`src/rtl/seg_scan_driver_if.sv`:
```
`default_nettype none
// ============================================================================
// Module      : seg_scan_driver_if
// Description : Bundle between the datapath and the seven-segment scan driver.
//               Carries the four hex digits, per-digit enables and load strobe
//               toward the driver, plus the anode/segment/select/frame outputs
//               back toward the board pins and external muxes.
// Ports (modport slave = driver side):
//   d0..d3     in   4  hex value per digit (d0 is rightmost)
//   en_in      in   4  per-digit enable, bit k shows digit k
//   load       in   1  single-cycle capture strobe
//   an         out  4  anodes, active-low
//   seg        out  7  segments {g,f,e,d,c,b,a}, active-low
//   sel        out  2  digit slot currently scanned
//   frame_done out  1  one-cycle pulse at the frame wrap
// Revision    : 1.0  initial release
// ============================================================================
interface seg_scan_driver_if;
  logic [3:0] d0;
  logic [3:0] d1;
  logic [3:0] d2;
  logic [3:0] d3;
  logic [3:0] en_in;
  logic       load;
  logic [3:0] an;
  logic [6:0] seg;
  logic [1:0] sel;
  logic       frame_done;

  modport master (
    output d0, d1, d2, d3, en_in, load,
    input  an, seg, sel, frame_done
  );

  modport slave (
    input  d0, d1, d2, d3, en_in, load,
    output an, seg, sel, frame_done
  );
endinterface
`default_nettype wire

```
`src/rtl/seg_scan_driver.sv`:
```
`default_nettype none
// ============================================================================
// Module      : seg_scan_driver
// Description : Time-multiplexed 4-digit common-anode seven-segment driver.
//               Each digit slot lasts REFRESH_DIV clocks: BLANK_CYCLES with all
//               anodes off (ghost suppression) followed by the digit itself.
//               New digits are double-buffered and only become visible at the
//               frame wrap so a frame never mixes old and new values.
// Ports:
//   clk    in  1   system clock, rising edge
//   rst_n  in  1   asynchronous active-low reset
//   bus    slave modport of seg_scan_driver_if (digits, enables, load in;
//          an, seg, sel, frame_done out - all outputs registered)
// Revision    : 1.0  initial release
// ============================================================================
module seg_scan_driver #(
  parameter int REFRESH_DIV  = 50000,
  parameter int BLANK_CYCLES = 2,
  parameter int DIV_W        = 16
) (
  input  wire logic          clk,
  input  wire logic          rst_n,
  seg_scan_driver_if.slave   bus
);

  localparam logic [DIV_W-1:0] C_DIV_LAST   = DIV_W'(REFRESH_DIV - 1);
  localparam logic [DIV_W-1:0] C_BLANK_LAST = DIV_W'(BLANK_CYCLES - 1);

  typedef enum logic [0:0] {
    ST_BLANK = 1'b0,
    ST_SHOW  = 1'b1
  } state_t;

  state_t           r_state;
  state_t           w_state_next;
  logic [DIV_W-1:0] r_cnt;
  logic [DIV_W-1:0] w_cnt_next;
  logic [1:0]       r_sel;
  logic [1:0]       w_sel_next;
  logic             r_frame_done;
  logic [3:0]       r_an;
  logic [3:0]       w_an_next;
  logic [6:0]       r_seg;
  logic [6:0]       w_seg_next;
  logic [15:0]      r_pend_digits;
  logic [15:0]      w_pend_digits_next;
  logic [3:0]       r_pend_en;
  logic [3:0]       w_pend_en_next;
  logic [15:0]      r_disp_digits;
  logic [15:0]      w_disp_digits_next;
  logic [3:0]       r_disp_en;
  logic [3:0]       w_disp_en_next;
  logic             w_slot_end;
  logic             w_wrap;
  logic [3:0]       w_digit;

  // Active-low {g,f,e,d,c,b,a} hex font.
  function automatic logic [6:0] hex_to_seg(input logic [3:0] v);
    logic [6:0] s;
    case (v)
      4'h0:    s = 7'b1000000;
      4'h1:    s = 7'b1111001;
      4'h2:    s = 7'b0100100;
      4'h3:    s = 7'b0110000;
      4'h4:    s = 7'b0011001;
      4'h5:    s = 7'b0010010;
      4'h6:    s = 7'b0000010;
      4'h7:    s = 7'b1111000;
      4'h8:    s = 7'b0000000;
      4'h9:    s = 7'b0010000;
      4'hA:    s = 7'b0001000;
      4'hB:    s = 7'b0000011;
      4'hC:    s = 7'b1000110;
      4'hD:    s = 7'b0100001;
      4'hE:    s = 7'b0000110;
      default: s = 7'b0001110;
    endcase
    return s;
  endfunction

  always_ff @(posedge clk or negedge rst_n) begin
    if (!rst_n) begin
      r_state       <= ST_BLANK;
      r_cnt         <= '0;
      r_sel         <= 2'd0;
      r_frame_done  <= 1'b0;
      r_an          <= 4'b1111;
      r_seg         <= 7'b1111111;
      r_pend_digits <= '0;
      r_pend_en     <= 4'b0000;
      r_disp_digits <= '0;
      r_disp_en     <= 4'b0000;
    end else begin
      r_state       <= w_state_next;
      r_cnt         <= w_cnt_next;
      r_sel         <= w_sel_next;
      r_frame_done  <= w_wrap;
      r_an          <= w_an_next;
      r_seg         <= w_seg_next;
      r_pend_digits <= w_pend_digits_next;
      r_pend_en     <= w_pend_en_next;
      r_disp_digits <= w_disp_digits_next;
      r_disp_en     <= w_disp_en_next;
    end
  end

  always_comb begin
    w_state_next       = r_state;
    w_slot_end         = (r_cnt == C_DIV_LAST);
    w_wrap             = w_slot_end && (r_sel == 2'd3);
    w_cnt_next         = w_slot_end ? '0 : r_cnt + 1'b1;
    w_sel_next         = w_slot_end ? r_sel + 2'd1 : r_sel;

    // A load coinciding with the wrap goes straight through to the display
    // because the display copies the *next* pending value, not the current one.
    w_pend_digits_next = bus.load ? {bus.d3, bus.d2, bus.d1, bus.d0} : r_pend_digits;
    w_pend_en_next     = bus.load ? bus.en_in : r_pend_en;
    w_disp_digits_next = w_wrap ? w_pend_digits_next : r_disp_digits;
    w_disp_en_next     = w_wrap ? w_pend_en_next : r_disp_en;

    case (r_state)
      ST_BLANK: if (r_cnt == C_BLANK_LAST) w_state_next = ST_SHOW;
      ST_SHOW:  if (w_slot_end)            w_state_next = ST_BLANK;
      default:                             w_state_next = ST_BLANK;
    endcase

    // Outputs are computed from the next-cycle state so that the registered
    // an/seg line up exactly with the registered state and select.
    w_digit    = w_disp_digits_next[{w_sel_next, 2'b00} +: 4];
    w_an_next  = 4'b1111;
    w_seg_next = 7'b1111111;
    if ((w_state_next == ST_SHOW) && w_disp_en_next[w_sel_next]) begin
      w_an_next  = ~(4'b0001 << w_sel_next);
      w_seg_next = hex_to_seg(w_digit);
    end
  end

  assign bus.an         = r_an;
  assign bus.seg        = r_seg;
  assign bus.sel        = r_sel;
  assign bus.frame_done = r_frame_done;

endmodule
`default_nettype wire
```
`src/flat_wrapper.sv`:
```
// flat-port wrapper written by rule: the top's interface ports become plain ports
module seg_scan_driver_flat 
#(
  parameter int REFRESH_DIV  = 50000,
  parameter int BLANK_CYCLES = 2,
  parameter int DIV_W        = 16
)
  (clk, rst_n, bus_d0, bus_d1, bus_d2, bus_d3, bus_en_in, bus_load, bus_an, bus_seg, bus_sel, bus_frame_done);
  seg_scan_driver_if bus_i ();
  input  wire logic clk;
  input  wire logic rst_n;
  input wire logic [$bits(bus_i.d0)-1:0] bus_d0;
  input wire logic [$bits(bus_i.d1)-1:0] bus_d1;
  input wire logic [$bits(bus_i.d2)-1:0] bus_d2;
  input wire logic [$bits(bus_i.d3)-1:0] bus_d3;
  input wire logic [$bits(bus_i.en_in)-1:0] bus_en_in;
  input wire logic [$bits(bus_i.load)-1:0] bus_load;
  output wire logic [$bits(bus_i.an)-1:0] bus_an;
  output wire logic [$bits(bus_i.seg)-1:0] bus_seg;
  output wire logic [$bits(bus_i.sel)-1:0] bus_sel;
  output wire logic [$bits(bus_i.frame_done)-1:0] bus_frame_done;
  assign bus_i.d0 = bus_d0;
  assign bus_i.d1 = bus_d1;
  assign bus_i.d2 = bus_d2;
  assign bus_i.d3 = bus_d3;
  assign bus_i.en_in = bus_en_in;
  assign bus_i.load = bus_load;
  assign bus_an = bus_i.an;
  assign bus_seg = bus_i.seg;
  assign bus_sel = bus_i.sel;
  assign bus_frame_done = bus_i.frame_done;
  seg_scan_driver #(.REFRESH_DIV(REFRESH_DIV), .BLANK_CYCLES(BLANK_CYCLES), .DIV_W(DIV_W)) u_core (.clk(clk), .rst_n(rst_n), .bus(bus_i));
endmodule
```
`config.mk`:
```
export PLATFORM = sky130hd
export DESIGN_NAME = seg_scan_driver_flat
export DESIGN_NICKNAME = d
export VERILOG_FILES = /design/src/rtl/seg_scan_driver_if.sv /design/src/rtl/seg_scan_driver.sv /design/src/flat_wrapper.sv
export SDC_FILE = /design/constraint.sdc
export NUM_CORES = 1
export LEC_CHECK = 0
export CAP_MARGIN = 25
export CORE_MARGIN = 3
export CORE_UTILIZATION = 55
export DETAILED_ROUTE_END_ITERATION = 8
export PLACE_DENSITY = 0.8
export SYNTH_ARGS = -nofsm -noshare
export SYNTH_HDL_FRONTEND = slang
export SYNTH_SLANG_ARGS = --single-unit
```
`constraint.sdc`:
```
create_clock -name clk -period 4.23 [get_ports clk]
set_input_delay 0.423 -clock clk [delete_from_list [all_inputs] [get_ports clk]]
set_output_delay 0.423 -clock clk [all_outputs]
set_load 0.05 [all_outputs]
```
==> results of run 1 <==
## path summary, 6_finish.rpt
check                                            start                                end  depth (start not counted)
setup / recovery           u_core.bus.sel[0]$_DFF_PN0_        u_core.bus.seg[4]$_DFF_PN1_                         10
hold / removal                                   rst_n  u_core.r_pend_digits[0]$_DFF_PN0_                          2
setup reg to reg           u_core.bus.sel[0]$_DFF_PN0_        u_core.bus.seg[4]$_DFF_PN1_                         10
hold reg to reg              u_core.r_cnt[0]$_DFF_PN0_          u_core.r_cnt[0]$_DFF_PN0_                          1
max in group asynchronous                        rst_n        u_core.bus.seg[1]$_DFF_PN1_                          4
min in group clk             u_core.r_cnt[0]$_DFF_PN0_          u_core.r_cnt[0]$_DFF_PN0_                          1
## cells by family (layout without fill, tap and decap cells)
family / Yosys count / in the layout / synth area share (%)
AND/OR/NAND/NOR: 95 / 95 / 14.75
flip-flops: 71 / 71 / 51.62
multiplexers: 45 / 45 / 14.25
AO/OA/AOI/OAI: 43 / 43 / 8.406
buffers and inverters: 32 / 79 / 3.932
XOR/XNOR: 15 / 15 / 3.788
adder cells (fa/ha/maj): 9 / 9 / 3.247
## power breakdown
group	switching (uW)	internal [uW]
combinational	33.6	38.8
sequential	4.36	698
clock	254	391
total	292	1130
## area by class of cell
cell class | count | area [um^2]
multi-input cells | 207 | 1541
clock buffers | 10 | 127.6
repair buffers | 47 | 452.9
flip-flops and latches | 71 | 1790
well taps | 75 | 93.84
clock inverters | 6 | 108.9
fillers | 464 | 1851
inverters | 16 | 60.06
## flip-flops by register name, summed over array words and instances (netlist names)
signal,count
u_core.bus.an,4
u_core.bus.frame_done,1
u_core.bus.seg,7
u_core.bus.sel,2
u_core.r_cnt,16
u_core.r_disp_digits,16
u_core.r_disp_en,4
u_core.r_pend_digits,16
u_core.r_pend_en,4
u_core.r_state,1
## per-layer routing
| layer | vias up | routed length (um) | global-route usage (%) | part of all wire [%] |
|---|---|---|---|---|
| met5 | - | 0 | 0 | 0 |
| met2 | 89 | 3807 | 37.64 | 50 |
| met1 | 1274 | 3165 | 27.71 | 41 |
| li1 | 1192 | - | - | - |
| met3 | 20 | 449 | 6.019 | 5.9 |
| met4 | 0 | 204 | 9.209 | 2.7 |
## through the flow
step	cells	total power [uW]	setup slack [ns]
finish	432	1419	0.3032
global route	432	1468	0.1156
CTS	430	1429	0.3014
detailed placement	414	786.0	0.3731
global placement	414	782.0	0.5110
floorplan	310	741.9	0.3136
## cell usage in the layout (no fill, tap or decap), drive strengths merged, types with 11 or more instances in the layout
cell type	count
o21ai	14
mux2i	13
nand2	20
nand3	13
dfrtp	60
inv	16
buf	11
mux2	32
clkdlybuf4s50	35
nor2	23
dfstp	11
==> results.cfg, run 1 <==
[place]
place.gp.congestion = 0.8526
placement.cell_area_mm2 = 0.003909
place.port_buffers = 36
dp.final_hpwl_um = 5372

[logic_synthesis]
yosys.area.top_type_share_pct = 43.29
syn_nets = 342
syn-instance-count = 310
synth-warning-count = 0
netlist-cell-type-count = 50
synth_common_cells = dfrtp_1, mux2_2, nor2_1
netlist_area_mm2 = 0.003468
synth_largest_area_cell = dfrtp_1
yosys.cell_count.top_type = dfrtp_1
most_common_flop_cell_mapped_by_yosys = dfrtp_1
synthesis_stage_register_bit_count = 71
yosysSeqAreaShare_pct = 51.62
syn-mean-instance-area_um2 = 11.19
async_reset_ff_share_pct = 100.0
synth_edf_count = 0
synth.area.top_cells = dfrtp_1, mux2_2, dfstp_2

[sta]
tightest_slew_ns = 0.9286
finalHoldViolations = 0
setup_tns_ns = 0
finalMaxSlewViolations = 0
timing.final.setup_violations = 0
setup_repair_after_global_routing_missed_its_margin = false
final.min_clock_period_ns = 3.927
clock-skew-final_ns = 0.009060
final_worst_path_period_share_pct = 92.83
max-slew-margin-rel_pct = 37.62
finalHoldWorstSlack_ns = 0.4307
maxClockFrequency_mhz = 254.7

[clocking]
clk-insertion-delay-late_ns = 0.35
cts-root-buf = clkbuf_8
clock_path_buffers = 2
clkSinkCount = 71
post_cts_buffers = 0
cts_repair_resize_count = 0
postCtsHoldBufs = 0
tritoncts_clock_tree = yes
cts_buffers = 9
cts_h_tree_depth = 3
worst_setup_hold_path_clk_slew_ns = 0.08

[floorplan]
top_level_ports = 37
die-area_mm2 = 0.007295
core_region_area_mm2 = 0.006026
dieWidth_um = 85.41
start_util_pct = 57.56
chipHeight_um = 85.41
core.rowCount = 28

[drt]
drt_iter0_drc = 196
route.final.wire_length_um = 7627
dr_total_vias = 2575
detail_route.wl_per_cell_um = 17.66
drc = 0
remaining_number_of_nets_flagged_by_the_antenna_check_after_routing = 0
drt_pre_antenna_iters = 4
post_drt_via_cell_ratio = 5.961

[grt]
global_route_wire_length_before_repair_um = 12810
grt_pass1_vias = 2621
track_usage_pct = 22.55
grt.overflow.total = 0
grt_start_max_net_pins = 47
number_of_antenna_violations_at_the_first_check_in_global_routing = 0

[setup_path]
maximum_single_stage_delay_on_the_critical_path_ns = 0.58
cp_max_fo = 7
path_cells = ha_1, or4b_1, nor4_4, mux2_2, a41o_1, a311oi_1, inv_1, ha_1, or3_1, nand4_1
worstSetupPathType = reg -> reg
worstPathBufferInverterCount = 1
critical-path-top-delay-family = simple AND/OR/NAND/NOR gates
reg2reg_setup_slack_ns = 0.30
type_of_destination_of_the_critical_path = flip-flop
worst_path_max_delay_cell = a311oi_1
worst_ep_required_time_ns = 4.52
critical_path_arrival_ns = 4.21
critPathLaunchType = flip-flop
critPathMostFrequentCell = ha_1

[layout]
final_cell_area_mm2 = 0.004175
fraction_of_final_layout_cells_with_drive_strength_greater_than_1_pct = 20.45
inserted_diodes = 0
finalCoreUtilization_pct = 69.29
area_growth_syn_to_layout_pct = 20.38
final_layout_net_count = 384

[power]
vdd_ir_drop_max_mv = 0.2735
power_leakage_uw = 0.001863
cellPowerDensity_mw_per_mm2 = 339.9

[run]
maxCapViolCount = 0

[status]
status = finished, final reports clean

[min_path]
timing.hold.worst.class = in -> async
Power figures use the tool's default switching activity.
==> run 2: changes to the inputs <==
--- a/config.mk
+++ b/config.mk
@@ -8,6 +8,7 @@
 export CAP_MARGIN = 25
 export CORE_MARGIN = 3
 export CORE_UTILIZATION = 55
+export CTS_CLUSTER_DIAMETER = 100
 export DETAILED_ROUTE_END_ITERATION = 8
 export PLACE_DENSITY = 0.8
 export SYNTH_ARGS = -nofsm -noshare
==> results of run 2 <==
Final layout, timing and power as in run 1 (identical DEF).
